### config.mk
export PLATFORM = sky130hd
export DESIGN_NAME = game_ctrl
export DESIGN_NICKNAME = d
export VERILOG_FILES = /design/src/rtl/game_pkg.sv /design/src/rtl/tick_timer.sv /design/src/rtl/game_ctrl.sv
export SDC_FILE = /design/constraint.sdc
export NUM_CORES = 1
export LEC_CHECK = 0
export CAP_MARGIN = 20
export CORE_MARGIN = 2
export CORE_UTILIZATION = 45
export DETAILED_ROUTE_END_ITERATION = 6
export GPL_TIMING_DRIVEN = 0
export HOLD_SLACK_MARGIN = 0.08
export PLACE_DENSITY = 0.71
export SETUP_SLACK_MARGIN = 0.3
export SYNTH_ARGS = -nofsm -noshare
export SYNTH_HDL_FRONTEND = slang
export SYNTH_SLANG_ARGS = --single-unit
### constraint.sdc
create_clock -name clk -period 1.66 [get_ports clk]
set_input_delay 0.249 -clock clk [delete_from_list [all_inputs] [get_ports clk]]
set_output_delay 0.249 -clock clk [all_outputs]
set_load 0.01 [all_outputs]
### src/rtl/game_pkg.sv
// Shared definitions for the game-flow controller: state encoding and lives sizing.
package game_pkg;

  localparam int unsigned LIVES_W   = 3;
  localparam int unsigned LIVES_MAX = 7;

  typedef enum logic [2:0] {
    StIdle  = 3'd0,
    StReady = 3'd1,
    StPlay  = 3'd2,
    StDying = 3'd3,
    StWin   = 3'd4,
    StLose  = 3'd5
  } state_e;

endpackage

### src/rtl/tick_timer.sv
// Counts game-frame ticks and flags the tick that lands on the programmed terminal count.
module tick_timer #(
  parameter int unsigned CntW = 2
) (
  input  logic            clk,
  input  logic            rst,
  input  logic            clear_i,
  input  logic            tick_i,
  input  logic [CntW-1:0] limit_i,
  output logic            done_o
);

  logic [CntW-1:0] cnt_d, cnt_q;

  assign done_o = tick_i && (cnt_q == limit_i);

  always_comb begin
    cnt_d = cnt_q;
    if (clear_i) begin
      cnt_d = '0;
    end else if (tick_i) begin
      cnt_d = cnt_q + 1'b1;
    end
  end

  always_ff @(posedge clk or negedge rst) begin
    if (!rst) begin
      cnt_q <= '0;
    end else begin
      cnt_q <= cnt_d;
    end
  end

endmodule

### src/rtl/game_ctrl.sv
// Game-flow FSM: lives, ready/death delays, respawn pulses and end-of-game flags.
module game_ctrl
  import game_pkg::*;
#(
  parameter int unsigned LIVES       = 3,
  parameter int unsigned READY_TICKS = 120,
  parameter int unsigned DIE_TICKS   = 60
) (
  input  logic               clk,
  input  logic               rst,
  input  logic               tick,
  input  logic               start,
  input  logic               crash,
  input  logic               all_eaten,
  output logic [2:0]         state,
  output logic               run_en,
  output logic               respawn,
  output logic [LIVES_W-1:0] lives,
  output logic               over,
  output logic               win
);

  localparam int unsigned MaxTicks = (READY_TICKS > DIE_TICKS) ? READY_TICKS : DIE_TICKS;
  localparam int unsigned CntW     = (MaxTicks > 1) ? $clog2(MaxTicks) : 1;

  state_e             state_d, state_q;
  logic [LIVES_W-1:0] lives_d, lives_q;
  logic               run_en_d, run_en_q;
  logic               respawn_d, respawn_q;
  logic               over_d, over_q;
  logic               win_d, win_q;

  logic            timer_tick;
  logic            timer_done;
  logic [CntW-1:0] timer_limit;

  // Only the two timed states consume ticks; the limit follows the current state.
  assign timer_tick  = tick && (state_q == StReady || state_q == StDying);
  assign timer_limit = (state_q == StDying) ? CntW'(DIE_TICKS - 1) : CntW'(READY_TICKS - 1);

  tick_timer #(
    .CntW (CntW)
  ) u_tick_timer (
    .clk     (clk),
    .rst     (rst),
    .clear_i (state_d != state_q),
    .tick_i  (timer_tick),
    .limit_i (timer_limit),
    .done_o  (timer_done)
  );

  always_comb begin
    state_d = state_q;
    lives_d = lives_q;
    unique case (state_q)
      StIdle, StWin, StLose: begin
        if (start) begin
          state_d = StReady;
          lives_d = LIVES_W'(LIVES);
        end
      end
      StReady: begin
        if (timer_done) state_d = StPlay;
      end
      StPlay: begin
        if (all_eaten) begin
          state_d = StWin;
        end else if (crash) begin
          state_d = StDying;
          lives_d = (lives_q == '0) ? '0 : lives_q - 1'b1;
        end
      end
      StDying: begin
        if (timer_done) state_d = (lives_q == '0) ? StLose : StReady;
      end
      default: state_d = StIdle;
    endcase

    run_en_d  = (state_d == StPlay);
    respawn_d = (state_d == StReady) && (state_q != StReady);
    over_d    = (state_d == StWin) || (state_d == StLose);
    win_d     = (state_d == StWin);
  end

  always_ff @(posedge clk or negedge rst) begin
    if (!rst) begin
      state_q   <= StIdle;
      lives_q   <= '0;
      run_en_q  <= 1'b0;
      respawn_q <= 1'b0;
      over_q    <= 1'b0;
      win_q     <= 1'b0;
    end else begin
      state_q   <= state_d;
      lives_q   <= lives_d;
      run_en_q  <= run_en_d;
      respawn_q <= respawn_d;
      over_q    <= over_d;
      win_q     <= win_d;
    end
  end

  assign state   = state_q;
  assign lives   = lives_q;
  assign run_en  = run_en_q;
  assign respawn = respawn_q;
  assign over    = over_q;
  assign win     = win_q;

endmodule

-- Word-level counts from Yosys, hierarchy flattened
Index checks and enable logic that the tools add are counted.
- register bits after elaboration: 17
- bits of input ports: 6
- output and inout bits: 10
- word-level logic and storage cells: 50
- add/sub/neg operators: 2
- eq/ne operators: 15
- mux-type cells: 15
- reductions and logical operators: 11
- operators with widths (kind ; number):
    $mux W3 ; 10
    $mux W7 ; 3
    $eq A3 B3 Y1 const B ; 4
    $pmux W3 S4 ; 1
    $eq A3 B2 Y1 const B ; 3
    $add A7 B1 Y7 const B ; 1
    $eq A7 B7 Y1 ; 1
    $eq A3 B1 Y1 const B ; 2
    $logic_not A3 Y1 ; 2
    $ne A2 B2 Y1 const B ; 3
    $pmux W3 S2 ; 1
    $reduce_and A4 Y1 ; 1
    $reduce_bool A2 Y1 ; 2
    $logic_and A1 B1 Y1 ; 3
    $ne A3 B1 Y1 const B ; 1
    $ne A3 B3 Y1 ; 1
    $reduce_or A3 Y1 ; 1
    $sub A3 B1 Y3 const B ; 1
    $logic_or A1 B1 Y1 ; 2

-- Longest topological paths before layout
- depth after elaboration: 8
- gate-level depth with buffers: 6
- depth with buffers taken out: 6

-- Hierarchy
A second synthesis with hierarchy kept.
- cells, all modules: 101
- area, all modules: 1072.3 um^2
- modules (own cells, without submodules) (module ; times used ; cells an instance ; area an instance (um^2)):
    game_ctrl ; 1 ; 59 ; 658.1
    tick_timer ; 1 ; 42 ; 414.1

-- Worst setup path after synthesis
OpenSTA, ideal clock, no wires.
- path type: reg2reg
- start: register u_tick_timer.cnt_q[0]
- end: register u_tick_timer.cnt_q[0]
- data arrival time: 1.534 ns
- required time: 1.580 ns
- setup slack: 0.046 ns
- cell stages (with the launch flop): 7
- buffers on the path: 1
- clock period less this slack: 1.614 ns
- cell sequence: dfrtp_1 > ha_1 > and4_4 > buf_6 > a311oi_4 > o22ai_4 > nor3_2
- cells in the longest elaborated chain, start to end: 6
- elaborated cells between the ends (all ways): 10
- classes of those cells: add/sub (1); eq/ne (2); mux (5); reduce/logical (2)
- RTL lines (element ; RTL line ; RTL):
    start: declaration ; tick_timer.sv:13 ; logic [CntW-1:0] cnt_d, cnt_q;
    start signal: assignment ; tick_timer.sv:30 ; cnt_q <= cnt_d;
    $eq A7 B7 Y1 ; tick_timer.sv:15 ; assign done_o = tick_i && (cnt_q == limit_i);
    $logic_and A1 B1 Y1 ; tick_timer.sv:15 ;
    $mux W3 (on tied branches) ; game_ctrl.sv:74, game_ctrl.sv:63 ;
    $pmux W3 S4 ; game_ctrl.sv:55 ; unique case (state_q)
    $ne A3 B3 Y1 ; game_ctrl.sv:46 ; .clear_i (state_d != state_q),
    $mux W7 / $reduce_bool A2 Y1 (equally long branches) ; -- ;
Several ways; a longest one is shown, not always the timed one. The select of a mux whose other input is x is not followed.
A chain may end at the register's enable or synchronous reset.

-- Final worst setup path
- start: register u_tick_timer.cnt_q[0]
- end: register respawn_q (netlist: respawn)
- cells in the longest elaborated chain, start to end: 6
- elaborated cells between the ends (all ways): 7
- classes of those cells: eq/ne (2); mux (3); reduce/logical (2)
- RTL lines (element ; RTL line ; RTL):
    $eq A7 B7 Y1 (*) ; tick_timer.sv:15 ;
    $logic_and A1 B1 Y1 (*) ; tick_timer.sv:15 ;
    $mux W3 (on tied branches) ; game_ctrl.sv:74, game_ctrl.sv:63 ;
    $pmux W3 S4 (*) ; game_ctrl.sv:55 ;
    $eq A3 B1 Y1 (*) ; game_ctrl.sv:80 ; respawn_d = (state_d == StReady) && (state_q != StReady);
    $logic_and A1 B1 Y1 (*) ; game_ctrl.sv:80 ;
    via respawn_d ; game_ctrl.sv:29 ; logic respawn_d, respawn_q;
    end signal: assignment ; game_ctrl.sv:97 ; respawn_q <= respawn_d;
    end: declaration ; game_ctrl.sv:29 ;
The timed path passes the listed nets; every way through them passes the cells marked *.

==> out/results.txt <==
DR vias: 853
ANT nets after route: 0
Top cells by area, synth: dfrtp_1, nor3_2, ha_1
Share of synthesized registers carrying an async set or reset: 100%
Crit end category: register
IO buf count: 15
Rel. slew slack: 50.8%
Worst path cell trace: ha_2 -> and4_4 -> buf_6 -> and2_4 -> a221oi_4 -> and3_1
Placed cells: 147
Syn-to-layout area delta: 35.3%
Max-slew violations: 0
Initial DRT Pass Iterations: 4
Die ar.: 2830 um2
Status: completed
Placed Area: 1310 um2
Post-synth cell types: 40
Slowest cell on the critical path: dfrtp_1
Cells after synthesis: 104
Leakage: 0.631 nW
Worst Path Required: 1.88 ns
Top Ports: 16
Synth warn: 0
Post-synth net total: 113
Hold Path Class: input pin to asynchronous set/reset pin
Final instance area: 1470 um2
Pin count of the biggest net entering global routing: 18
Fillers: 193
Clock tree buffer depth: 2
Initial Util: 48.3%
Final wirelength: 2180 um
Synth Cell Area: 1090 um2
Sequential cell area: 427 um2
Max Clk Rate: 630 MHz
Setup Viol. Count Final: 0
Critical path type: register to register
Min Clock Period, post-route: 1.59 ns
Startpoint types: register
Antenna fix cells: 0
# hold bufs at CTS: 0
R2r startpoint: u_tick_timer.cnt_q[0]
Die width: 53.2 um
Post-synth EDFFs: 0
Routed WL per cell: 13.5 um
Vias in the first global route: 861
Core Rows: 17
Clock transition at path regs: 0.09 ns
Gpl congestion: 0.786
CP peak stage delay: 0.40 ns
Final period util: 95.6%
CTS tree: yes
CTS sink cnt: 17
Antenna violations before repair: 0
Mean area per synthesized cell: 10.5 um2
Slew @ Worst Pin: 0.736 ns
Seq/Total Area, Yosys: 39.1%
First-pass GRT wire length: 3740 um
Critical-path maximum fanout: 6
Final Hold Viols: 0
RSZ-0062 raised after global routing: true
Power per cell area: 1010 nW/um2
Hold slack: 0.397 ns
GR Util All Layers: 18.5%
Finished Layout Cells: 161
Multi-input logic area: 696 um2
Max_cap viols: 0
Detailed Place HPWL: 1530 um
Worst EP arrival: 1.81 ns
Layout cell share with drive strength beyond 1: 40.6%
Peak supply drop: 623 uV
Post-synth top area share: 39.1%
Post-synthesis register bit count: 17
Primary FF master, synth: dfrtp_1
Dominant cell type by area after synthesis: dfrtp_1
Via/cell ratio: 5.30
CTS root buffer: clkbuf_4
Skew final: 0.00308 ns
Setup TNS: 0 ns
Core area: 2250 um2
Die Y: 53.2 um
Number of CTS-inserted buffers: 3
Crit path launch: u_tick_timer.cnt_q[0]
Final nets: 143
Residual DRC: 0
Latest clock arrival within the worst-skew pair: 0.28 ns
GRT overflow: 0
DRT iter0 DRCs: 7
H-Tree Level Count: 1
logic make-up after synthesis:
family | Yosys count | share of synthesized area, %
AOI/OAI and AO/OA | 18 | 16.3
xor gates and xnor gates | 6 | 4.83
adders and majority gates | 3 | 3.45
buffers and inverters | 11 | 5.40
DFF | 17 | 39.1
muxes | 2 | 1.95
and+or+nand+nor | 47 | 29.0
cell type report:
class                      instances  area share (%)
tap                               28            2.38
multi-input combinational         76            47.2
timing repair buffer              25            15.3
sequential                        17            29.0
buffer                             4            2.55
inverter                           7            1.78
clock buffer                       4            1.78
where the power goes:
| part | internal (W) | leakage, nW | switching (W) |
|---|---|---|---|
| logic | 0.000358 | 0.401 | 0.000339 |
| registers | 0.000502 | 0.215 | 0.0000772 |
| clock network | 0.0000933 | 0.0150 | 0.000119 |
sequential cells by signal, indices dropped and copies added, names as in the netlist:
register and cells:
u_tick_timer.cnt_q 7, lives 3, state 3, over 1, respawn 1, run_en 1, win 1
path summary, 6_finish.rpt:
| kind | endpoint | slack (ns) | cells after the start |
|---|---|---|---|
| max in group asynchronous | state[1] | 0.76 | 1 |
| worst min register to register | lives[1] | 0.57 | 2 |
| worst max register to register | respawn | 0.07 | 6 |
| worst min-delay path | u_tick_timer.cnt_q[2] | 0.40 | 1 |
| worst max-delay path | respawn | 0.07 | 6 |
| min in group clk | lives[1] | 0.57 | 2 |
routing by layer:
metal / global-route usage, % / vias up / part of all wire (%)
li1: - / 425 / -
met1: 24.6 / 419 / 47
met2: 30.0 / 7 / 50
met3: 1.69 / 2 / 1.7
met4: 8.97 / 0 / 0.69
met5: 0 / - / 0
worst max-delay path: cells and delay by family (launching register included):
family / cells / cell delay, ns
fa+ha+maj: 1 / 0.19
buf+inv: 1 / 0.13
flops: 1 / 0.40
compound gates: 1 / 0.28
simple gates: 3 / 0.53
Yosys cell counts, drive strengths merged (2+ instances only):
library cell,count
ha,3
a21oi,4
inv,7
a31oi,3
xnor2,4
buf,4
nand2,6
nor2,7
xor2,2
dfrtp,17
nand4,3
nand3,2
a211oi,2
o21ai,2
nor2b,2
nor3,12
and2,5
nand2b,3
o22ai,2
layout by cell type (no fill, tap or decap), types with 2 or more instances in the layout:
cell type and instances:
dfrtp_1 16, buf_4 11, dlygate4sd2_1 10, nor3_2 8, inv_1 6, nand2_1 6, clkdlybuf4s50_1 5, nor2_1 4
nor3_1 4, xnor2_1 4, nor2_2 3, and2_4 3, nand4_1 3, clkbuf_4 3, buf_6 2, a21oi_1 2
nand2b_4 2, and2_1 2, o21ai_0 2, xor2_1 2, ha_2 2
through the flow:
step                      total power, W  setup slack, ns  utilization [%]
after floorplan                  0.00100            0.149                -
after global placement           0.00117           -0.193             58.0
after detailed placement         0.00118           -0.209             58.0
after CTS                        0.00146           0.0306             63.2
after global routing             0.00159          0.00827             65.3
final                            0.00149           0.0724             65.3
repair_timing:
item                                    CTS  global route
buffers inserted                          9             1
resized for setup                        14            15
endpoints found under the setup margin   25            17
pin swaps                                14             4
No activity file was read; power rests on OpenSTA's default activity.
